`src/rtl/msrv_32_iadder_queue_if.sv`:
```
// Bundle of the operand/result handshake signals of the address-adder queue.
// The producer/consumer side uses "master", the queue itself uses "slave".
interface msrv_32_iadder_queue_if #(
    parameter int XLEN  = 32,
    parameter int CNT_W = 16
);
    logic             flush_in;
    logic             valid_in;
    logic             ready_out;
    logic [1:0]       iadder_src_in;
    logic [XLEN-1:0]  rs_1_in;
    logic [XLEN-1:0]  pc_in;
    logic [XLEN-1:0]  imm_in;
    logic             valid_out;
    logic             ready_in;
    logic [XLEN-1:0]  iadder_out;
    logic             misaligned_out;
    logic             carry_out;
    logic [CNT_W-1:0] op_count_out;

    modport master (
        output flush_in, valid_in, iadder_src_in, rs_1_in, pc_in, imm_in, ready_in,
        input  ready_out, valid_out, iadder_out, misaligned_out, carry_out, op_count_out
    );

    modport slave (
        input  flush_in, valid_in, iadder_src_in, rs_1_in, pc_in, imm_in, ready_in,
        output ready_out, valid_out, iadder_out, misaligned_out, carry_out, op_count_out
    );
endinterface

```
`src/rtl/msrv_32_iadder_queue.sv`:
```
// Branch/jump target adder feeding a small FIFO of {sum, carry, misaligned}.
// The sum is formed at push time; the head entry drives the outputs, which are
// forced to zero whenever the queue is empty.
module msrv_32_iadder_queue #(
    parameter int XLEN        = 32,
    parameter int DEPTH       = 4,
    parameter int IALIGN_BITS = 2,
    parameter int CNT_W       = 16
) (
    input  logic                  ms_riscv32_mp_clk_in,
    input  logic                  ms_riscv32_mp_rst_n_in,
    msrv_32_iadder_queue_if.slave bus
);
    localparam int            PW       = $clog2(DEPTH);
    localparam int            EW       = XLEN + 2;
    localparam logic [PW:0]   OCC_FULL = (PW+1)'(DEPTH);
    localparam logic [PW:0]   OCC_ONE  = (PW+1)'(1);
    localparam logic [PW-1:0] PTR_ONE  = PW'(1);
    localparam logic [CNT_W-1:0] CNT_ONE = CNT_W'(1);

    // Entry layout: {sum[XLEN-1:0], carry, misaligned}
    logic [EW-1:0]    mem_q [DEPTH];
    logic [PW-1:0]    wr_ptr_q, wr_ptr_d;
    logic [PW-1:0]    rd_ptr_q, rd_ptr_d;
    logic [PW:0]      occ_q, occ_d;
    logic [CNT_W-1:0] cnt_q, cnt_d;
    logic             run_q;   // low during reset, high from the first edge after release

    logic [XLEN-1:0]  base, addend, sum_masked;
    logic [XLEN:0]    sum_full;
    logic             mis;
    logic             ready, valid, push, pop;
    logic [EW-1:0]    head;

    // Operand selection, add, JALR bit-0 clear and alignment check.
    always_comb begin
        base   = bus.pc_in;
        addend = bus.imm_in;
        case (bus.iadder_src_in)
            2'b01, 2'b10: base   = bus.rs_1_in;
            2'b11:        addend = XLEN'(4);
            default:      ;
        endcase
        sum_full   = {1'b0, base} + {1'b0, addend};
        sum_masked = sum_full[XLEN-1:0];
        if (bus.iadder_src_in == 2'b10) begin
            sum_masked[0] = 1'b0;   // carry still comes from the unmasked add
        end
        mis = |sum_masked[IALIGN_BITS-1:0];
    end

    // Handshake: readiness looks only at registered state and flush.
    always_comb begin
        ready = run_q && (occ_q != OCC_FULL) && !bus.flush_in;
        valid = (occ_q != '0);
        push  = bus.valid_in && ready;
        pop   = valid && bus.ready_in;
    end

    // Pointer, occupancy and counter next-state; flush overrides push/pop.
    always_comb begin
        wr_ptr_d = wr_ptr_q;
        rd_ptr_d = rd_ptr_q;
        occ_d    = occ_q;
        cnt_d    = cnt_q;
        if (push) begin
            cnt_d = cnt_q + CNT_ONE;
        end
        if (bus.flush_in) begin
            wr_ptr_d = '0;
            rd_ptr_d = '0;
            occ_d    = '0;
        end else begin
            if (push) wr_ptr_d = wr_ptr_q + PTR_ONE;
            if (pop)  rd_ptr_d = rd_ptr_q + PTR_ONE;
            case ({push, pop})
                2'b10:   occ_d = occ_q + OCC_ONE;
                2'b01:   occ_d = occ_q - OCC_ONE;
                default: ;
            endcase
        end
    end

    // Control state with asynchronous reset; entries themselves are not reset.
    always_ff @(posedge ms_riscv32_mp_clk_in or negedge ms_riscv32_mp_rst_n_in) begin
        if (!ms_riscv32_mp_rst_n_in) begin
            wr_ptr_q <= '0;
            rd_ptr_q <= '0;
            occ_q    <= '0;
            cnt_q    <= '0;
            run_q    <= 1'b0;
        end else begin
            wr_ptr_q <= wr_ptr_d;
            rd_ptr_q <= rd_ptr_d;
            occ_q    <= occ_d;
            cnt_q    <= cnt_d;
            run_q    <= 1'b1;
        end
    end

    // Entry storage written at push time.
    always_ff @(posedge ms_riscv32_mp_clk_in) begin
        if (push) begin
            mem_q[wr_ptr_q] <= {sum_masked, sum_full[XLEN], mis};
        end
    end

    // Head entry drives the outputs, zeroed while empty.
    always_comb begin
        head               = valid ? mem_q[rd_ptr_q] : '0;
        bus.ready_out      = ready;
        bus.valid_out      = valid;
        bus.iadder_out     = head[EW-1:2];
        bus.carry_out      = head[1];
        bus.misaligned_out = head[0];
        bus.op_count_out   = cnt_q;
    end
endmodule

```
`src/flat_wrapper.sv`:
```
// flat-port wrapper written by rule: the top's interface ports become plain ports
module msrv_32_iadder_queue_flat 
#(
    parameter int XLEN        = 32,
    parameter int DEPTH       = 4,
    parameter int IALIGN_BITS = 2,
    parameter int CNT_W       = 16
)
  (ms_riscv32_mp_clk_in, ms_riscv32_mp_rst_n_in, bus_flush_in, bus_valid_in, bus_iadder_src_in, bus_rs_1_in, bus_pc_in, bus_imm_in, bus_ready_in, bus_ready_out, bus_valid_out, bus_iadder_out, bus_misaligned_out, bus_carry_out, bus_op_count_out);
  msrv_32_iadder_queue_if #(.XLEN(XLEN), .CNT_W(CNT_W)) bus_i ();
  input  logic ms_riscv32_mp_clk_in;
  input  logic ms_riscv32_mp_rst_n_in;
  input wire logic [$bits(bus_i.flush_in)-1:0] bus_flush_in;
  input wire logic [$bits(bus_i.valid_in)-1:0] bus_valid_in;
  input wire logic [$bits(bus_i.iadder_src_in)-1:0] bus_iadder_src_in;
  input wire logic [$bits(bus_i.rs_1_in)-1:0] bus_rs_1_in;
  input wire logic [$bits(bus_i.pc_in)-1:0] bus_pc_in;
  input wire logic [$bits(bus_i.imm_in)-1:0] bus_imm_in;
  input wire logic [$bits(bus_i.ready_in)-1:0] bus_ready_in;
  output wire logic [$bits(bus_i.ready_out)-1:0] bus_ready_out;
  output wire logic [$bits(bus_i.valid_out)-1:0] bus_valid_out;
  output wire logic [$bits(bus_i.iadder_out)-1:0] bus_iadder_out;
  output wire logic [$bits(bus_i.misaligned_out)-1:0] bus_misaligned_out;
  output wire logic [$bits(bus_i.carry_out)-1:0] bus_carry_out;
  output wire logic [$bits(bus_i.op_count_out)-1:0] bus_op_count_out;
  assign bus_i.flush_in = bus_flush_in;
  assign bus_i.valid_in = bus_valid_in;
  assign bus_i.iadder_src_in = bus_iadder_src_in;
  assign bus_i.rs_1_in = bus_rs_1_in;
  assign bus_i.pc_in = bus_pc_in;
  assign bus_i.imm_in = bus_imm_in;
  assign bus_i.ready_in = bus_ready_in;
  assign bus_ready_out = bus_i.ready_out;
  assign bus_valid_out = bus_i.valid_out;
  assign bus_iadder_out = bus_i.iadder_out;
  assign bus_misaligned_out = bus_i.misaligned_out;
  assign bus_carry_out = bus_i.carry_out;
  assign bus_op_count_out = bus_i.op_count_out;
  msrv_32_iadder_queue #(.XLEN(XLEN), .DEPTH(DEPTH), .IALIGN_BITS(IALIGN_BITS), .CNT_W(CNT_W)) u_core (.ms_riscv32_mp_clk_in(ms_riscv32_mp_clk_in), .ms_riscv32_mp_rst_n_in(ms_riscv32_mp_rst_n_in), .bus(bus_i));
endmodule
```
`config.mk`:
```
export PLATFORM = sky130hd
export DESIGN_NAME = msrv_32_iadder_queue_flat
export DESIGN_NICKNAME = d
export VERILOG_FILES = /design/src/rtl/msrv_32_iadder_queue_if.sv /design/src/rtl/msrv_32_iadder_queue.sv /design/src/flat_wrapper.sv
export SDC_FILE = /design/constraint.sdc
export NUM_CORES = 1
export LEC_CHECK = 0
export CAP_MARGIN = 15
export CORE_UTILIZATION = 50
export DETAILED_ROUTE_END_ITERATION = 8
export PLACE_DENSITY_LB_ADDON = 0.2
export SLEW_MARGIN = 15
export SYNTH_ARGS = -nofsm -noshare
export SYNTH_HDL_FRONTEND = slang
export SYNTH_SLANG_ARGS = --single-unit
export TNS_END_PERCENT = 5
```
`constraint.sdc`:
```
create_clock -name ms_riscv32_mp_clk_in -period 4.35 [get_ports ms_riscv32_mp_clk_in]
set_input_delay 0.435 -clock ms_riscv32_mp_clk_in [delete_from_list [all_inputs] [get_ports ms_riscv32_mp_clk_in]]
set_output_delay 0.435 -clock ms_riscv32_mp_clk_in [all_outputs]
set_load 0.02 [all_outputs]
```
==> impl_results.md, run 1 <==
* Number of global-route vias before repair at 6,007
* Root Driver: clkbuf_16
* Initial Util at 51.8%
* Slowest stage cell, crit path: clkdlybuf4s50_1
* Initial antenna violation count at 0
* CP top delay family: simple AND/OR/NAND/NOR gates
* Row cnt at 47
* Failing checks: hold timing
* Via count at 5,860
* Avg Synthesized Cell Area at 13.2 µm²
* Area Growth Syn to Fin at 28.2%
* Core Box Area at 16,800 µm²
* Post-synthesis register bit count at 160
* Total CTS buffers at 17
* Remaining antenna violation count at 0
* Worst-path clk slew at 0.07 ns
* Register area share after synthesis at 53.8%
* Max Freq at 257 MHz
* Die ar. at 18,000 µm²
* WP data arrival at 4.17 ns
* Yosys warnings at 0
* Syn Std Cell Area at 8710 µm²
* Cts hold-fix bufs at 0
* Final-report max-slew violation count at 0
* Final hold slack at -0.0126 ns
* Drt initial violations at 349
* Final Net Count at 964
* Min cycle time layout at 3.89 ns
* CP most frequent cell: buf_4
* GRT Util Overall at 22.0%
* Hold Vio Cnt, Final at 23
* Total placed cells including tap cells at 1,021
* Vias/cell at 5.57
* Height of the die at 134 µm
* Final HPWL DP at 13,500 µm
* PD cells at 504 nW/µm²
* Clock Path Buffers at 2
* Kind of critical path: in -> reg
* Mapped Cells at 660
* Max-cap violations at 0
* N_diodes at 0
* Layout cell share with drive strength beyond 1 at 16.3%
* Status: complete, but fails checks
* GRT overflow at 0
* Commonest non-fill, non-tap cell in the layout: clkdlybuf4s50_1
* # resized after CTS at 0
* IO Count at 155
* Post-CTS setup buffers at 0
* Routed WL at 19,000 µm
* Largest net degree at the start of global routing at 38
* Worst stage delay on the critical path at 0.47 ns
* Pin slew with the least headroom to its limit at 1.05 ns
* Slew HR at 29.8%
* Fin cells at 1,053
* Number of buffers and inverters on the critical path at 5
* Fraction of registers with async set/reset at 15.0%
* Setup_tns at 0 ns
* Post-synth EDFFs at 136
* TritonRoute pass-1 iters at 4
* Max FO, Critical Path at 20
* Peak supply drop at 0.000337 V
* WL per Instance at 18.0 µm
* Critical path required time at 4.64 ns
* First-pass GRT wire length at 30,300 µm
* Synth unique cells at 60
* Crit-path cells: clkdlybuf4s50_1 -> inv_1 -> ha_1 -> buf_4 -> mux2_2 -> ha_1 -> buf_4 -> nand4_1 -> nor2_1 -> nand4_1 -> nor2_1 -> o21ai_0 -> and4b_1 -> nor3_1 -> buf_4
* PortBufs at 154
* Kind of end point of the critical path: flip-flop
* Skew-Pair Late Insertion Delay at 0.42 ns
* HP Class: in -> async
* H-tree depth at 4
* RSZ-0062 raised after global routing: false
* Post-route DRC violation count at 0
* Filler cells at 1,224
* Clk sinks at 160
* Static Leak at 4.13 nW
* Die W at 134 µm
* Crit start category: input pin
* Final setup fails at 0
* Most frequent cells in the layout: clkdlybuf4s50_1 (153), edfxtp_1 (136), ha_1 (39)
* Synth Flop Type: edfxtp_1
* Mapped Nets at 804
* CTS tree: yes
* Final Cycle Share at 89.3%
* Clock Skews at 0.0105 ns
* RD Place Congestion at 0.902
## worst paths after layout
check / slack (ns) / startpoint / to / cells after the start
worst max-delay path: 0.46 / bus_iadder_src_in[0] / u_core.mem_q[0][27] / 15
worst max register to register: 1.42 / u_core.occ_q[0] / u_core.occ_q[2] / 8
worst min-delay path: -0.01 / ms_riscv32_mp_rst_n_in / u_core.occ_q[0] / 1
max in group asynchronous: 3.98 / ms_riscv32_mp_rst_n_in / u_core.rd_ptr_q[0] / 1
min in group ms_riscv32_mp_clk_in: 0.47 / u_core.bus.op_count_out[15] / u_core.bus.op_count_out[15] / 1
worst min register to register: 0.47 / u_core.bus.op_count_out[15] / u_core.bus.op_count_out[15] / 1
## layer usage
layer	wire, µm	vias up	GRT usage [%]	share of wire, %
met5	0	-	0	0
met4	185	0	6.57	0.98
met3	815	12	3.44	4.3
met2	9460	183	37.4	50
met1	8490	2871	29.0	45
li1	-	2794	-	-
## power breakdown
group	internal, mW	switching, mW
Clock	0.923	0.620
Combinational	1.03	1.10
Sequential	1.86	0.0933
## cell usage after synthesis (2+ instances only)
cell,n,share of area [%]
mux2i_1,3,0.34
buf_1,5,0.22
o21ai_0,19,1.1
a41oi_1,2,0.20
and3_1,10,0.72
inv_1,14,0.60
a21oi_2,2,0.20
mux2_2,33,4.3
nor3_1,5,0.29
o21bai_1,3,0.26
a211oi_1,4,0.34
and4_1,3,0.30
xor2_1,13,1.3
xnor2_1,32,3.2
mux4_2,34,8.8
a21o_1,13,1.1
clkbuf_1,15,0.65
o21ai_2,2,0.20
nand4_1,7,0.50
fa_1,2,0.46
a211o_1,2,0.20
a21oi_1,35,2.0
o211a_1,3,0.34
edfxtp_1,136,47
dfrtp_1,24,6.9
nor2b_1,33,2.4
or3_1,4,0.29
ha_1,39,5.6
and2_1,38,2.7
nand2_1,36,1.6
o31ai_1,3,0.26
or2_2,5,0.36
o211ai_1,2,0.17
nand3_1,10,0.57
buf_2,11,0.63
a31oi_1,5,0.36
nor2_1,30,1.3
## layout make-up
class	instances	area [µm²]	area share, %
multi-input combinational	452	3820	34.2
clock inverter	15	199	1.78
timing repair buffer	175	1710	15.3
clock buffer	17	425	3.81
inverter	14	52.6	0.471
tap	220	275	2.47
sequential	160	4690	42.0
## flip-flops by register name, indices dropped and copies added (netlist names)
register and cells:
u_core.rd_ptr_q 2, u_core.wr_ptr_q 2, u_core.run_q 1, u_core.occ_q 3
u_core.mem_q 136, u_core.bus.op_count_out 16
## kinds of logic after synthesis
group | Yosys count | share of synthesized area, %
XOR/XNOR | 45 | 4.53
other | 1 | 0.0431
buffers and inverters | 48 | 2.37
AO/OA/AOI/OAI | 108 | 8.23
AND/OR/NAND/NOR | 187 | 11.6
flip-flops | 160 | 53.8
multiplexers | 70 | 13.4
adder cells (fa/ha/maj) | 41 | 6.06
## through the flow
stage	area (µm²)	setup WS [ns]	hold slack (ns)	total power, mW	util [%]
6_report	11200	0.464	-0.0126	5.63	66.4
5_1_grt	11200	0.296	0.0287	5.88	66.4
3_3_place_gp	10500	0.0748	0.459	4.08	62.7
2_1_floorplan	8710	0.705	0.139	3.28	-
3_5_place_dp	10500	0.0495	0.464	4.12	62.7
4_1_cts	11200	0.489	0.475	5.67	66.4
Power figures use the tool's default switching activity.
==> inputs of run 2 (changes only) <==
CORE_ASPECT_RATIO = 1.75   (was not set)
DONT_BUFFER_PORTS = 1   (was not set)
SLEW_MARGIN = not set   (was 15)
==> impl_results.md, run 2 (synthesis results as in run 1) <==
* H-tree depth at 4 (unchanged)
* GRT overflow at 0 (unchanged)
* Remaining antenna violation count at 0 (unchanged)
* Total placed cells including tap cells at 862 (-16%)
* Max Freq at 274 MHz (+6.4%)
* Fin cells at 896 (-15%)
* Met1 wire length at 7070 µm (-17%)
* Min cycle time layout at 3.65 ns (-0.233 ns)
* Row cnt at 63 (+34%)
* Post-CTS setup buffers at 0 (unchanged)
* Initial Util at 51.2% (-0.63 points)
* Largest net degree at the start of global routing at 38 (unchanged)
* WL per Instance at 20.9 µm (+16%)
* Most flop-heavy register: u_core.mem_q
* Final hold slack at 0.0692 ns (+0.0818 ns)
* WP data arrival at 3.80 ns (-0.37 ns)
* Worst stage delay on the critical path at 0.54 ns (+0.07 ns)
* RD Place Congestion at 0.877 (-2.7%)
* Critical path origin: bus_iadder_src_in[0]
* Max FO, Critical Path at 32 (+60%)
* Met2 wire length at 10,400 µm (+10%)
* PortBufs at 0 (-100%)
* Layout cell share with drive strength beyond 1 at 18.5% (+2.2 points)
* Root Driver: clkbuf_16
* Crit-path cells: inv_1 -> ha_1 -> buf_12 -> mux2_2 -> ha_1 -> and3_1 -> nand2_1 -> nor3_1 -> nand2_1 -> o221ai_2 -> nor2_1 -> a311oi_1
* Initial antenna violation count at 0 (unchanged)
* Placed inst area at 8920 µm² (-15%)
* WL met3 at 803 µm (-1.5%)
* Clk sinks at 160 (unchanged)
* Final Cycle Share at 84.0% (-5.4 points)
* Number of global-route vias before repair at 5,548 (-7.6%)
* Clock Skews at 0.00930 ns (-0.00124 ns)
* Pin slew with the least headroom to its limit at 0.891 ns (-0.163 ns)
* Core Box Area at 17,000 µm² (+1.2%)
* Worst setup path end: u_core.mem_q[2][33]
* Most frequent cells in the layout: edfxtp_1 (136), ha_1 (39), and2_1 (38)
* RSZ-0062 raised after global routing: false
* Core Util, Final at 56.1% (-10 points)
* Final HPWL DP at 13,700 µm (+1.3%)
* Slowest stage cell, crit path: a311oi_1
* Final-report max-slew violation count at 0 (unchanged)
* Vias/cell at 5.91 (+6.2%)
* First-pass GRT wire length at 28,400 µm (-6.1%)
* Clock Path Buffers at 2 (unchanged)
* Max-cap violations at 0 (unchanged)
* Peak supply drop at 0.000497 V (+47%)
* Final setup fails at 0 (unchanged)
* Top layer reached by signal wires: met4
* Static Leak at 3.50 nW (-15%)
* Setup_tns at 0 ns (unchanged)
* Area Growth Syn to Fin at 9.70%
* Skew-Pair Late Insertion Delay at 0.42 ns (about the same)
* Worst-path clk slew at 0.06 ns (about the same)
* Critical path required time at 4.49 ns (-0.15 ns)
* Max FFs per register at 136 (unchanged)
* Final Cell Area at 9550 µm² (-14%)
* Via count at 5,294 (-9.7%)
* Height of the die at 177 µm (+32%)
* Kind of end point of the critical path: flip-flop
* Post-route DRC violation count at 0 (unchanged)
* N_diodes at 0 (unchanged)
* Status: complete, no violations
* Crit start category: input pin
* HP Class: in -> reg
* Drt initial violations at 253 (-28%)
* # resized after CTS at 0 (unchanged)
* RR Endpoint: u_core.occ_q[2]
* PD cells at 528 nW/µm² (+4.8%)
* Hold path cells at 1
* Kind of critical path: in -> reg
* GRT Util Overall at 21.4% (-0.55 points)
* R2R setup slack at 1.66 ns (+0.24 ns)
* TritonRoute pass-1 iters at 5 (+1)
* Commonest non-fill, non-tap cell in the layout: edfxtp_1
* Die W at 102 µm (-24%)
* Slew HR at 40.6% (+11 points)
* Total CTS buffers at 17 (unchanged)
* Routed WL at 18,700 µm (-1.4%)
* R2R depth at 9 (+1)
* Final Net Count at 800 (-17%)
* IO Count at 155 (unchanged)
* Hold Vio Cnt, Final at 0 (-100%)
* Die ar. at 18,000 µm² (+0.12%)
* Worst r2r src: u_core.occ_q[0]
* CTS tree: yes
[run 2: changes by cell type in the layout (fill, tap and decap cells not counted), sizes merged]
cell           before  now
clkinvlp            1    0
inv                21   17
dlygate4sd3         0    1
buf                22   10
clkinv              4    6
clkdlybuf4s50     153    0
clkbuf             17   22
bufinv              3    1
[run 2: final cells by class]
type	count	area, µm²
Multi-Input combinational cell	452	3820
Inverter	14	52.6
Tap cell	227	284
Sequential cell	160	4690
Clock inverter	10	95.1
Timing Repair Buffer	11	110
Clock buffer	22	507
Fill cell	1417	7470
[run 2: worst max-delay path: cells and delay by family]
| kind | cells | cell delay (ns) |
|---|---|---|
| mux | 1 | 0.36 |
| simple gates | 5 | 1.15 |
| compound gates | 2 | 0.80 |
| fa+ha+maj | 2 | 0.79 |
| buf+inv | 2 | 0.23 |
[run 2: report_power, final]
group | internal [mW] | leakage (nW) | switching (mW)
logic | 0.589 | 1.65 | 0.979
clock network | 0.890 | 0.301 | 0.580
registers | 1.86 | 1.55 | 0.145
[run 2: how the worst min path moves through the flow]
stage | from | end | slack [ns]
6_report | bus_flush_in | u_core.rd_ptr_q[0] | 0.07
5_1_grt | bus_flush_in | u_core.rd_ptr_q[0] | 0.06
4_1_cts | bus_flush_in | u_core.rd_ptr_q[0] | 0.06
3_5_place_dp | ms_riscv32_mp_rst_n_in | u_core.bus.op_count_out[11] | 0.14
3_3_place_gp | ms_riscv32_mp_rst_n_in | u_core.bus.op_count_out[12] | 0.14
2_1_floorplan | ms_riscv32_mp_rst_n_in | u_core.bus.op_count_out[0] | 0.14
[run 2: layer usage]
| metal | up-vias | GRT usage [%] |
|---|---|---|
| met3 | 26 | 3.33 |
| li1 | 2467 | - |
| met4 | 0 | 9.24 |
| met5 | - | 0 |
| met1 | 2629 | 23.1 |
| met2 | 172 | 40.2 |
[run 2: repair_timing]
item	CTS	global route
hold buffers	2	0
setup endpoints to repair	0	0
endpoints found under the hold margin	24	0
[run 2: metrics by stage]
step                total power, mW  worst slack [ns]
finish                         5.04             0.697
global route                   5.29             0.513
CTS                            5.09             0.774
detailed placement             3.61             0.362
global placement               3.57             0.401
floorplan                      3.28             0.705
